$ cat src/rtl/mmio_peripheral_pkg.sv
// Purpose: shared register map, status bit positions and UART state encoding for mmio_peripheral.
// Latency: n/a (constants and types only).
// Backpressure: n/a.
package mmio_peripheral_pkg;

  // Word offsets, compared against addr[5:2]
  localparam logic [3:0] REG_TH     = 4'h0;
  localparam logic [3:0] REG_TL     = 4'h1;
  localparam logic [3:0] REG_TCON   = 4'h2;
  localparam logic [3:0] REG_LED    = 4'h3;
  localparam logic [3:0] REG_SWITCH = 4'h4;
  localparam logic [3:0] REG_DIGI   = 4'h5;
  localparam logic [3:0] REG_TXD    = 4'h6;
  localparam logic [3:0] REG_RXD    = 4'h7;
  localparam logic [3:0] REG_UCON   = 4'h8;

  // TCON bits
  localparam int TCON_EN = 0;
  localparam int TCON_IE = 1;
  localparam int TCON_ST = 2;

  // UCON bits
  localparam int UCON_TX_BUSY   = 0;
  localparam int UCON_RX_VALID  = 1;
  localparam int UCON_TX_DONE   = 2;
  localparam int UCON_FRAME_ERR = 3;
  localparam int UCON_OVERRUN   = 4;

  typedef enum logic [1:0] {
    UART_IDLE  = 2'd0,
    UART_START = 2'd1,
    UART_DATA  = 2'd2,
    UART_STOP  = 2'd3
  } uart_state_t;

endpackage

$ cat src/rtl/mmio_peripheral_uart_core.sv
// Purpose: 8N1 byte UART (TX and RX FSMs, baud counters, 2-FF RX synchronizer) with status flags.
// Latency: TX frame is 10 bit periods from start strobe to tx_done; rx_valid 2 cycles after the raw stop-bit sample point.
// Backpressure: tx_start is ignored while tx_busy; a new RX byte overwrites an unread one and flags overrun.
// Ports: clk/reset; tx_start, tx_byte (launch); rx_read (clears rx_valid), status_read (clears sticky flags);
//        rx_in/tx_out serial lines; tx_busy, tx_done, rx_valid, frame_err, overrun, rx_byte status/data.
module mmio_peripheral_uart_core
  import mmio_peripheral_pkg::*;
#(
  parameter int CLKS_PER_BIT = 5208
) (
  input  logic       clk,
  input  logic       reset,
  input  logic       tx_start,
  input  logic [7:0] tx_byte,
  input  logic       rx_read,
  input  logic       status_read,
  input  logic       rx_in,
  output logic       tx_out,
  output logic       tx_busy,
  output logic       tx_done,
  output logic       rx_valid,
  output logic       frame_err,
  output logic       overrun,
  output logic [7:0] rx_byte
);

  localparam int CW   = (CLKS_PER_BIT > 1) ? $clog2(CLKS_PER_BIT) : 1;
  localparam int HALF = (CLKS_PER_BIT / 2 > 0) ? CLKS_PER_BIT / 2 : 1;
  localparam logic [CW-1:0] BIT_END  = CW'(CLKS_PER_BIT - 1);
  localparam logic [CW-1:0] HALF_END = CW'(HALF - 1);

  // ---------------- TX ----------------
  uart_state_t   tx_state, tx_state_n;
  logic [CW-1:0] tx_cnt, tx_cnt_n;
  logic [2:0]    tx_bit, tx_bit_n;
  logic [7:0]    tx_sh, tx_sh_n;
  logic          tx_line_n;
  logic          tx_fin;

  assign tx_busy = (tx_state != UART_IDLE);

  always_comb begin
    tx_state_n = tx_state;
    tx_cnt_n   = (tx_cnt == BIT_END) ? '0 : tx_cnt + 1'b1;
    tx_bit_n   = tx_bit;
    tx_sh_n    = tx_sh;
    tx_line_n  = tx_out;
    tx_fin     = 1'b0;
    case (tx_state)
      UART_IDLE: begin
        tx_cnt_n = '0;
        if (tx_start) begin
          tx_state_n = UART_START;
          tx_sh_n    = tx_byte;
          tx_line_n  = 1'b0;
        end
      end
      UART_START: begin
        if (tx_cnt == BIT_END) begin
          tx_state_n = UART_DATA;
          tx_bit_n   = 3'd0;
          tx_line_n  = tx_sh[0];
        end
      end
      UART_DATA: begin
        if (tx_cnt == BIT_END) begin
          if (tx_bit == 3'd7) begin
            tx_state_n = UART_STOP;
            tx_line_n  = 1'b1;
          end else begin
            tx_sh_n   = {1'b0, tx_sh[7:1]};
            tx_line_n = tx_sh[1];
            tx_bit_n  = tx_bit + 3'd1;
          end
        end
      end
      UART_STOP: begin
        if (tx_cnt == BIT_END) begin
          tx_state_n = UART_IDLE;
          tx_line_n  = 1'b1;
          tx_fin     = 1'b1;
        end
      end
      default: tx_state_n = UART_IDLE;
    endcase
  end

  // Line is registered so it cannot glitch on state decode.
  always_ff @(posedge clk or negedge reset) begin
    if (!reset) begin
      tx_state <= UART_IDLE;
      tx_cnt   <= '0;
      tx_bit   <= 3'd0;
      tx_sh    <= 8'd0;
      tx_out   <= 1'b1;
      tx_done  <= 1'b0;
    end else begin
      tx_state <= tx_state_n;
      tx_cnt   <= tx_cnt_n;
      tx_bit   <= tx_bit_n;
      tx_sh    <= tx_sh_n;
      tx_out   <= tx_line_n;
      if (tx_fin)           tx_done <= 1'b1;
      else if (status_read) tx_done <= 1'b0;
    end
  end

  // ---------------- RX ----------------
  logic          rx_s1, rx_s2, rx_prev;
  uart_state_t   rx_state, rx_state_n;
  logic [CW-1:0] rx_cnt, rx_cnt_n;
  logic [2:0]    rx_bit, rx_bit_n;
  logic [7:0]    rx_sh, rx_sh_n;
  logic          rx_ok, rx_bad;

  always_comb begin
    rx_state_n = rx_state;
    rx_cnt_n   = rx_cnt + 1'b1;
    rx_bit_n   = rx_bit;
    rx_sh_n    = rx_sh;
    rx_ok      = 1'b0;
    rx_bad     = 1'b0;
    case (rx_state)
      UART_IDLE: begin
        rx_cnt_n = '0;
        if (rx_prev && !rx_s2) rx_state_n = UART_START;
      end
      UART_START: begin
        // Mid-start-bit check rejects short low glitches.
        if (rx_cnt == HALF_END) begin
          rx_cnt_n = '0;
          if (rx_s2) begin
            rx_state_n = UART_IDLE;
          end else begin
            rx_state_n = UART_DATA;
            rx_bit_n   = 3'd0;
          end
        end
      end
      UART_DATA: begin
        if (rx_cnt == BIT_END) begin
          rx_cnt_n = '0;
          rx_sh_n  = {rx_s2, rx_sh[7:1]};
          if (rx_bit == 3'd7) rx_state_n = UART_STOP;
          else                rx_bit_n   = rx_bit + 3'd1;
        end
      end
      UART_STOP: begin
        if (rx_cnt == BIT_END) begin
          rx_state_n = UART_IDLE;
          rx_cnt_n   = '0;
          if (rx_s2) rx_ok  = 1'b1;
          else       rx_bad = 1'b1;
        end
      end
      default: rx_state_n = UART_IDLE;
    endcase
  end

  // Synchronizer and edge-detect history preset high (idle line) so reset release is not a start edge.
  always_ff @(posedge clk or negedge reset) begin
    if (!reset) begin
      rx_s1     <= 1'b1;
      rx_s2     <= 1'b1;
      rx_prev   <= 1'b1;
      rx_state  <= UART_IDLE;
      rx_cnt    <= '0;
      rx_bit    <= 3'd0;
      rx_sh     <= 8'd0;
      rx_byte   <= 8'd0;
      rx_valid  <= 1'b0;
      frame_err <= 1'b0;
      overrun   <= 1'b0;
    end else begin
      rx_s1    <= rx_in;
      rx_s2    <= rx_s1;
      rx_prev  <= rx_s2;
      rx_state <= rx_state_n;
      rx_cnt   <= rx_cnt_n;
      rx_bit   <= rx_bit_n;
      rx_sh    <= rx_sh_n;
      if (rx_ok) rx_byte <= rx_sh;
      // Hardware sets win over same-cycle read clears.
      if (rx_ok)        rx_valid <= 1'b1;
      else if (rx_read) rx_valid <= 1'b0;
      if (rx_ok && rx_valid) overrun <= 1'b1;
      else if (status_read)  overrun <= 1'b0;
      if (rx_bad)           frame_err <= 1'b1;
      else if (status_read) frame_err <= 1'b0;
    end
  end

endmodule

$ cat src/rtl/mmio_peripheral.sv
// Purpose: MEM-stage peripheral: interval timer with IRQ, LED/switch/7-seg registers, 8N1 UART.
// Latency: reads combinational in the access cycle; writes and read side effects at that cycle's rising edge.
// Backpressure: none; TXD writes while the transmitter is busy are dropped.
// Ports: clk/reset; rd, wr, addr (addr[5:2] decoded), wdata, rdata; supervisor masks irq;
//        led, digi outputs; switch input; uart_rx/uart_tx serial lines.
module mmio_peripheral
  import mmio_peripheral_pkg::*;
#(
  parameter int CLK_HZ = 50000000,
  parameter int BAUD   = 9600
) (
  input  logic        clk,
  input  logic        reset,
  input  logic        rd,
  input  logic        wr,
  input  logic [31:0] addr,
  input  logic [31:0] wdata,
  output logic [31:0] rdata,
  input  logic        supervisor,
  output logic        irq,
  output logic [7:0]  led,
  input  logic [7:0]  switch,
  output logic [11:0] digi,
  input  logic        uart_rx,
  output logic        uart_tx
);

  localparam int CLKS_PER_BIT = CLK_HZ / BAUD;

  // Block select (addr[30]) is resolved upstream; only the word offset matters here.
  logic [3:0] off;
  logic       unused_addr;
  assign off         = addr[5:2];
  assign unused_addr = ^{addr[31:6], addr[1:0]};

  // A write wins when rd and wr collide, so read side effects need rd alone.
  logic rd_act;
  assign rd_act = rd & ~wr;

  logic wr_th, wr_tl, wr_tcon, wr_led, wr_digi, wr_txd;
  assign wr_th   = wr && (off == REG_TH);
  assign wr_tl   = wr && (off == REG_TL);
  assign wr_tcon = wr && (off == REG_TCON);
  assign wr_led  = wr && (off == REG_LED);
  assign wr_digi = wr && (off == REG_DIGI);
  assign wr_txd  = wr && (off == REG_TXD);

  logic [31:0] th, tl;
  logic [2:0]  tcon;
  logic [7:0]  txd;
  logic        tl_wrap;

  logic       tx_busy, tx_done, rx_valid, frame_err, overrun;
  logic [7:0] rx_byte;

  assign tl_wrap = tcon[TCON_EN] && (tl == 32'hFFFF_FFFF);

  always_ff @(posedge clk or negedge reset) begin
    if (!reset) begin
      th   <= 32'd0;
      tl   <= 32'd0;
      tcon <= 3'd0;
      led  <= 8'd0;
      digi <= 12'd0;
      txd  <= 8'd0;
    end else begin
      if (wr_th) th <= wdata;
      // A CPU write to TL overrides counting/reload for that cycle.
      if (wr_tl)                tl <= wdata;
      else if (tcon[TCON_EN])   tl <= tl_wrap ? th : tl + 32'd1;
      if (wr_tcon)
        tcon <= wdata[2:0];
      else if (tl_wrap && !wr_tl && tcon[TCON_IE])
        tcon[TCON_ST] <= 1'b1;
      if (wr_led)  led  <= wdata[7:0];
      if (wr_digi) digi <= wdata[11:0];
      // Mirrors the byte actually accepted by the transmitter.
      if (wr_txd && !tx_busy) txd <= wdata[7:0];
    end
  end

  assign irq = tcon[TCON_IE] & tcon[TCON_ST] & ~supervisor;

  mmio_peripheral_uart_core #(
    .CLKS_PER_BIT(CLKS_PER_BIT)
  ) u_uart (
    .clk        (clk),
    .reset      (reset),
    .tx_start   (wr_txd),
    .tx_byte    (wdata[7:0]),
    .rx_read    (rd_act && (off == REG_RXD)),
    .status_read(rd_act && (off == REG_UCON)),
    .rx_in      (uart_rx),
    .tx_out     (uart_tx),
    .tx_busy    (tx_busy),
    .tx_done    (tx_done),
    .rx_valid   (rx_valid),
    .frame_err  (frame_err),
    .overrun    (overrun),
    .rx_byte    (rx_byte)
  );

  logic [4:0] ucon;
  always_comb begin
    ucon = 5'd0;
    ucon[UCON_TX_BUSY]   = tx_busy;
    ucon[UCON_RX_VALID]  = rx_valid;
    ucon[UCON_TX_DONE]   = tx_done;
    ucon[UCON_FRAME_ERR] = frame_err;
    ucon[UCON_OVERRUN]   = overrun;
  end

  always_comb begin
    rdata = 32'd0;
    if (rd) begin
      case (off)
        REG_TH:     rdata = th;
        REG_TL:     rdata = tl;
        REG_TCON:   rdata = {29'd0, tcon};
        REG_LED:    rdata = {24'd0, led};
        REG_SWITCH: rdata = {24'd0, switch};
        REG_DIGI:   rdata = {20'd0, digi};
        REG_TXD:    rdata = {24'd0, txd};
        REG_RXD:    rdata = {24'd0, rx_byte};
        REG_UCON:   rdata = {27'd0, ucon};
        default:    rdata = 32'd0;
      endcase
    end
  end

endmodule

$ cat config.mk
export PLATFORM = sky130hd
export DESIGN_NAME = mmio_peripheral
export DESIGN_NICKNAME = d
export VERILOG_FILES = /design/src/rtl/mmio_peripheral_pkg.sv /design/src/rtl/mmio_peripheral_uart_core.sv /design/src/rtl/mmio_peripheral.sv
export SDC_FILE = /design/constraint.sdc
export NUM_CORES = 1
export LEC_CHECK = 0
export ABC_CLOCK_PERIOD_IN_PS = 3640
export BUFFER_PORTS_ARGS = -buffer_cell sky130_fd_sc_hd__buf_2
export CAP_MARGIN = 20
export CORE_ASPECT_RATIO = 0.6
export CORE_MARGIN = 3
export CORE_UTILIZATION = 50
export DETAILED_ROUTE_END_ITERATION = 16
export PLACE_DENSITY = 0.79
export SLEW_MARGIN = 10
export SYNTH_ARGS = -nofsm -noshare
export SYNTH_HDL_FRONTEND = slang
export SYNTH_HIERARCHICAL = 1
export SYNTH_SLANG_ARGS = --single-unit
$ cat constraint.sdc
create_clock -name clk -period 3.64 [get_ports clk]
set_input_delay 0.364 -clock clk [delete_from_list [all_inputs] [get_ports clk]]
set_output_delay 0.364 -clock clk [all_outputs]
set_load 0.1 [all_outputs]
======== Word-level counts from Yosys, hierarchy flattened ========
Cells that the tools add are included.
word-level totals
  bits in registers ....................... 163
  output and inout bits ................... 54
  word-level logic and storage cells ...... 163
operators by class
  $add $sub $neg .......................... 5
  equality and inequality tests ........... 33
  multiplexer cells ....................... 58
  bitwise logic cells ..................... 5
  reductions and logical operators ........ 38
operator list
  cell                     number
  $pmux W32 S9             1
  $mux W32                 4
  $mux W13                 4
  $pmux W13 S3             1
  $add A32 B1 Y32 const B  1
  $eq A32 B32 Y1 const B   1
  $add A13 B1 Y13 const B  2
  $eq A13 B13 Y1 const B   2
  $mux W8                  3
  $mux W2                  11
  $mux W1                  21
  $mux W3                  7
  $reduce_bool A2 Y1       10
  $ne A2 B1 Y1 const B     9
  $eq A4 B3 Y1 const B     4
  $pmux W2 S4              2
  $pmux W8 S2              1
  $reduce_and A5 Y1        3
  $logic_and A1 B1 Y1      14
  $eq A13 B12 Y1 const B   1
  $pmux W3 S2              2
  $reduce_and A4 Y1        3
  $eq A2 B2 Y1 const B     4
  $eq A4 B2 Y1 const B     2
  14 further kinds         26

======== Depth between registers and ports, before layout ========
Gate-level depths: netlist (run 1).
  word-level depth ........................ 7
  mapped depth ............................ 8
  gate-level depth less buffers ........... 7

======== Hierarchy ========
Netlist (run 1), hierarchy kept.
by module, submodules not included
  module                     times used  cells each  area each (sq um)  sequential area each (sq um)
  mmio_peripheral            1           577         5,647.9            2,377.3
  mmio_peripheral_uart_core  1           290         3,348.2            1,706.6

======== Least setup slack after synthesis (run 1) ========
No wires, ideal clock.
  path kind ............................... input to output
  start ................................... input addr[2]
  end ..................................... output rdata[3]
  data arrival time ....................... 3.064 ns
  setup slack ............................. 0.212 ns
  stages .................................. 6
  cell sequence ........................... clkbuf_1 > clkbuf_1 > nor3_1 > and2_0 > a222oi_1 > a31oi_1
on the way
  cells in the longest elaborated chain, start to end .. 3
ends and longest elaborated chain
  item                                        RTL line                text
  start: declaration                          mmio_peripheral.sv:16   input logic [31:0] addr,
  $eq A4 B4 Y1, or another cell as far along  mmio_peripheral.sv:116  case (off)
  $pmux W32 S9 *                              mmio_peripheral.sv:116
  $mux W32 *                                  mmio_peripheral.sv:115  if (rd) begin
  end: declaration                            mmio_peripheral.sv:18   output logic [31:0] rdata,
Mark *: on every way between the ends. The rest lies on a longest branch, timed or not.

======== Worst setup path after layout (run 1) ========
Ends and elaborated chain as after synthesis.

==> metrics.txt, run 1 <==
wire per inst approximately 21 microns; EDFF count, synth 0; Vias/cell about 6.3; Pleak ~0.0046 uW; predominant post-synthesis flop cell dfrtp_1; most numerous cell in the Yosys netlist dfrtp_1; setup violators final 0; placed insts 1,169; RSZ-0062 raised after global routing false; first-pass GRT wire length about 40 mm; Fmax between 300 and 400 MHz; post-CTS setup buffers 0; nature of the critical path startpoint primary input; Crit Path Class primary input to output pin; final wirelength 24.84 mm; Synth warnings 6; clock sinks around 160; share of the synthesized area in the top cell type 0.4423; H-tree depth 4; Final Critical Period 2982 ps; Pwr per Cell Area approximately 630 nW/um^2; DRC 0; CP max stage delay about 570 ps; setup TNS 0 ps; final period utilization 0.8193; Slew headroom 0.4535; Port Buf Inserts just over 100; clock buffer count from CTS 17; syn avg cell area a little over 10 sq um; Max FO, Critical Path 18; Starting DRT DRC Count 882; initial antenna violation count 0; Placer Congestion 0.8893; dpl ws 766.0 ps; Final Hold Fails 0; Synth area leader dfrtp_1; cells after synthesis roughly 870; Clock transition at path regs ~70 ps; R2R cell count 6; Starting Density 0.5182; Synth area leaders dfrtp_1, mux2_2, nor2_1; Hold WC Path Type primary input to flop; GR Overflow Total 0; sequential area share after synthesis 0.4540; ys async rst share 1.000; CP most frequent cell buf_2; layout cells sized above 1 0.2779; total track usage 0.2562; Data arrival, critical path roughly 2600 ps; Max clock buf depth 2; CTS tree built; PnR worst setup slack roughly 660 ps; Final HPWL DP roughly 18 mm; worst skew pair latency approximately 440 ps; CP required between 3000 and 4000 ps; Peak VDD IR 0.3958 mV; layout net count between 1,000 and 1,500; Synth Net Count 956; Hold Path Depth 1; DR pass1 iterations 8; status complete, no violations; Die ar. between 15,000 and 20,000 sq um; max_cap viols 0; number of global-route vias before repair 7,018; clock skew between 10 and 15 ps; # rows 37; die height 109.9 microns; largest net degree at the start of global routing 73; Min Hold Slack between 20 and 25 ps; Layout Cells excl Fill about 1,200; Die X 179.2 microns; Core ar. around 17,000 sq um; Slew Viols, Final 0; Crit-path slowest cell and3_1; Layout area overhead 14.81%; critical-path cell list buf_2 > nor2b_1 > and3_1 > a221oi_1 > a31oi_1 > buf_2; Ports roughly 130; FF+latch count, synth between 150 and 200; DR vias approximately 7,600; antenna-violating nets left 0; Design Power about 6500 uW; distinct cell type count after synthesis 73; Synth Cell Area approximately 9000 sq um; crit path capture type output pin; Root Driver clkbuf_16; synth cell count leaders dfrtp_1, mux2_2, nor2_1, nand3_1, nand2_1; Least-Margin Pin Slew slightly above 800 ps
cell families after synthesis:
family / share of synthesized area
DFF: 0.4540
xor gates and xnor gates: 0.03992
adders and majority gates: 0.01530
muxes: 0.1434
buffers and inverters: 0.03449
and+or+nand+nor: 0.1832
AOI/OAI and AO/OA: 0.1298
power by group:
group          total, uW  internal, uW  switching [uW]
Sequential          2810          2260             550
Clock               1740           950             787
Combinational       1980           740            1240
critical path, delay by kind of cell:
kind / cells / cell delay [ps]
AO/OA/AOI/OAI: 2 / 520
buffers and inverters: 2 / 870
AND/OR/NAND/NOR: 2 / 850
cell usage in the layout (no fill, tap or decap), drive strengths merged, types with 10 or more instances in the layout:
cell and count:
a222oi 13, xnor2 17, nand3 41, xor2 24, ha 11, nand2 39
a21oi 34, a31oi 11, mux2i 16, nor3b 17, nand4 20, clkbuf 18
nor4 10, o21ai 43, buf 121, mux2 98, nor3 20, nand2b 11
and3 14, dfrtp 159, nor2 81, inv 23, a22oi 24
flip-flops by register name, indices dropped and copies added (netlist names), 8 cells and up, named ones only:
signal	count
u_uart/tx_cnt	13
tl	32
u_uart/tx_sh	8
txd	8
u_uart/rx_byte	8
u_uart/rx_sh	8
digi	12
u_uart/rx_cnt	13
th	32
led	8
final timing paths:
kind	from	end	slack (ps)
min in group asynchronous	reset	th[17]	510
hold reg to reg	u_uart/rx_s1	u_uart/rx_s2	360
hold / removal	uart_rx	u_uart/rx_s1	20
setup / recovery	addr[2]	rdata[3]	660
max in group asynchronous	reset	u_uart/tx_out	2290
setup reg to reg	tl[9]	tl[7]	1070
routing by layer:
metal	share of wire	track usage	vias to the layer above	wire, microns
met5	0	0	-	0
met3	0.11	0.07488	26	2706
met1	0.48	0.4013	3749	11800
li1	-	-	3402	-
met4	0.010	0.06064	0	260
met2	0.41	0.3440	376	10060
metrics by stage:
stage / util / cell area (sq um)
3_5_place_dp: 0.5620 / 9757
2_1_floorplan: - / 8996
3_3_place_gp: 0.5620 / 9757
6_report: 0.5950 / 10330
4_1_cts: 0.5948 / 10330
5_1_grt: 0.5948 / 10330
layout make-up:
type                       count  area (sq um)
timing repair buffer         122         691.9
fill                        1480          7032
sequential                   163          4084
tap                          234         292.8
antenna                        1         2.502
inverter                      19         71.32
clock buffer                  18         429.2
multi-input combinational    632          4627
clock inverter                14         130.1
timing repair:
action	in CTS	in global routing
endpoints found under the hold margin	67	0
hold buffers	1	0
resized for setup	0	0
Power figures use the tool's default switching activity.
==> run 2, diff against run 1 <==
ABC_CLOCK_PERIOD_IN_PS = 2600   (was 3640)
PLACE_DENSITY = 0.82   (was 0.79)
clock period = 2.6 ns   (was 3.64 ns; I/O delays follow)
==> run 2 against run 1 <==
Clock power rose by 63%. Combinational power grew 53%. Non-clock buffer count increased by 19. Sequential cell count is the same. First-iteration DRC count grew 7.5%. Global-route usage increased by 2.4 points. Hold slack better by 28 ps. Power is 50% higher. Routed wire length is 9.6% higher.
==> metrics.txt, run 2 (synthesized netlist as in run 1, its figures left out) <==
status complete, no violations; Port Buf Inserts around 100; wire per inst approximately 22 microns; Max FO, Critical Path 20; largest net degree at the start of global routing 65; Least-Margin Pin Slew around 660 ps; # rows 37; final wirelength 27.22 mm; critical-path cell list nand4_2 > or4_1 > nor3b_4 > buf_12 > nand2b_1 > o21ai_0; clock buffer count from CTS 17; layout net count between 1,000 and 1,500; Final Hold Fails 0; most common cell after layout, fill and taps aside dfrtp_1; Layout area overhead 25.49%; Max clock buf depth 2; total track usage 0.2801; Crit-path slowest cell or4_1; Regs by FF count th (32), tl (32); initial antenna violation count 0; DR vias 7,897; Peak VDD IR 0.5270 mV; nature of the critical path startpoint flop; Hold WC Path Type primary input to flop; Design Power roughly 10000 uW; clock skew approximately 11 ps; Pleak between 0.004 and 0.005 uW; setup TNS 0 ps; Die ar. ~20,000 sq um; Pwr per Cell Area 866.5 nW/um^2; Starting DRT DRC Count approximately 950; Vias/cell ~6.5; antenna-violating nets left 0; Final Critical Period between 2000 and 2500 ps; first-pass GRT wire length 42.50 mm; DRC 0; Crit Path Class flop to flop; Die X 179.2 microns; Slew Viols, Final 0; Core ar. 17,360 sq um; Final HPWL DP about 19 mm; layout cells sized above 1 0.3161; post-CTS sizing 0; RSZ-0062 raised after global routing false; Slew headroom 0.5573; DR pass1 iterations 8; die height approximately 110 microns; crit-path leading delay family simple AND/OR/NAND/NOR gates; CP required approximately 2900 ps; Antenna Cells 0; number of global-route vias before repair around 7,700; max_cap viols 0; Placer Congestion 0.9105; Clock transition at path regs 70 ps; most frequent cells in the layout dfrtp_1, mux2_2, buf_2; final period utilization 0.9523; worst skew pair latency approximately 430 ps; GR Overflow Total 0; Data arrival, critical path 2750 ps; Min Hold Slack just over 50 ps; CP max stage delay between 700 and 800 ps; CTS tree built; H-tree depth 4; Buf+Inv Stages, Crit Path 1; Ports between 100 and 150; Root Driver clkbuf_16; setup violators final 0; clock sinks ~160; Fmax approximately 400 MHz; crit path capture type flop; Starting Density 0.5182
==> run 2: cell types whose count changed in the layout (fill, tap and decap cells not counted), moves of 2 or more <==
cell / previous run / this run
buf_12: 2 / 38
buf_2: 102 / 71
nor2_1: 80 / 59
nor2_4: 0 / 20
buf_4: 16 / 29
bufinv_16: 1 / 5
clkinv_4: 4 / 0
a21oi_1: 34 / 31
a21oi_2: 0 / 3
a31oi_1: 11 / 9
clkbuf_8: 0 / 2
clkinv_2: 3 / 1
==> run 2: final timing paths <==
| check | from | end | slack, ps | cells after the start |
|---|---|---|---|---|
| setup / recovery | tl[9] | tl[19] | 120 | 6 |
| hold / removal | wdata[26] | tl[26] | 50 | 3 |
| setup reg to reg | tl[9] | tl[19] | 120 | 6 |
| hold reg to reg | u_uart/rx_s1 | u_uart/rx_s2 | 360 | 0 |
| max in group asynchronous | reset | th[20] | 1520 | 3 |
| min in group asynchronous | reset | digi[10] | 360 | 2 |
==> run 2: per-stage QoR <==
stage	instances	area (sq um)	setup WS [ps]	utilization
after floorplan	867	9184	-520.3	-
after global placement	1187	10610	265.7	0.6113
after detailed placement	1187	10610	235.7	0.6113
after CTS	1221	11290	178.9	0.6503
after global routing	1221	11290	42.10	0.6503
final	1221	11290	124.1	0.6503
==> run 2: repair_timing <==
item / 4_1_cts / 5_1_grt
hold endpoints to repair: 45 / 0
buffers inserted: 0 / 0
hold buffers: 2 / 0
==> run 2: worst register-to-register path: stages, from the launching register on <==
cell	delay, ps
dfrtp_1	490
nand4_2	250
or4_1	730
nor3b_4	300
buf_12	220
nand2b_1	190
o21ai_0	160
==> run 2: routing by layer <==
metal | part of all wire | up-vias | track usage
li1 | - | 3434 | -
met1 | 0.44 | 3929 | 0.4066
met2 | 0.43 | 473 | 0.4144
met3 | 0.11 | 61 | 0.07488
met4 | 0.021 | 0 | 0.07938
met5 | 0 | - | 0
==> run 2: layout make-up <==
class                   count  area (sq um)
well taps                 234         292.8
repair buffers            141          1365
fillers                  1270          6071
inverters                  19         71.32
multi-input cells         632          4820
clock buffers              21         460.4
flip-flops and latches    163          4084
clock inverters            11         196.4
==> run 2: power by group <==
group	switching, uW	internal [uW]	leakage (uW)
logic	1880	1140	0.00245
registers	770	3160	0.00206
clock network	1060	1770	0.000315
total	3710	6070	0.00482
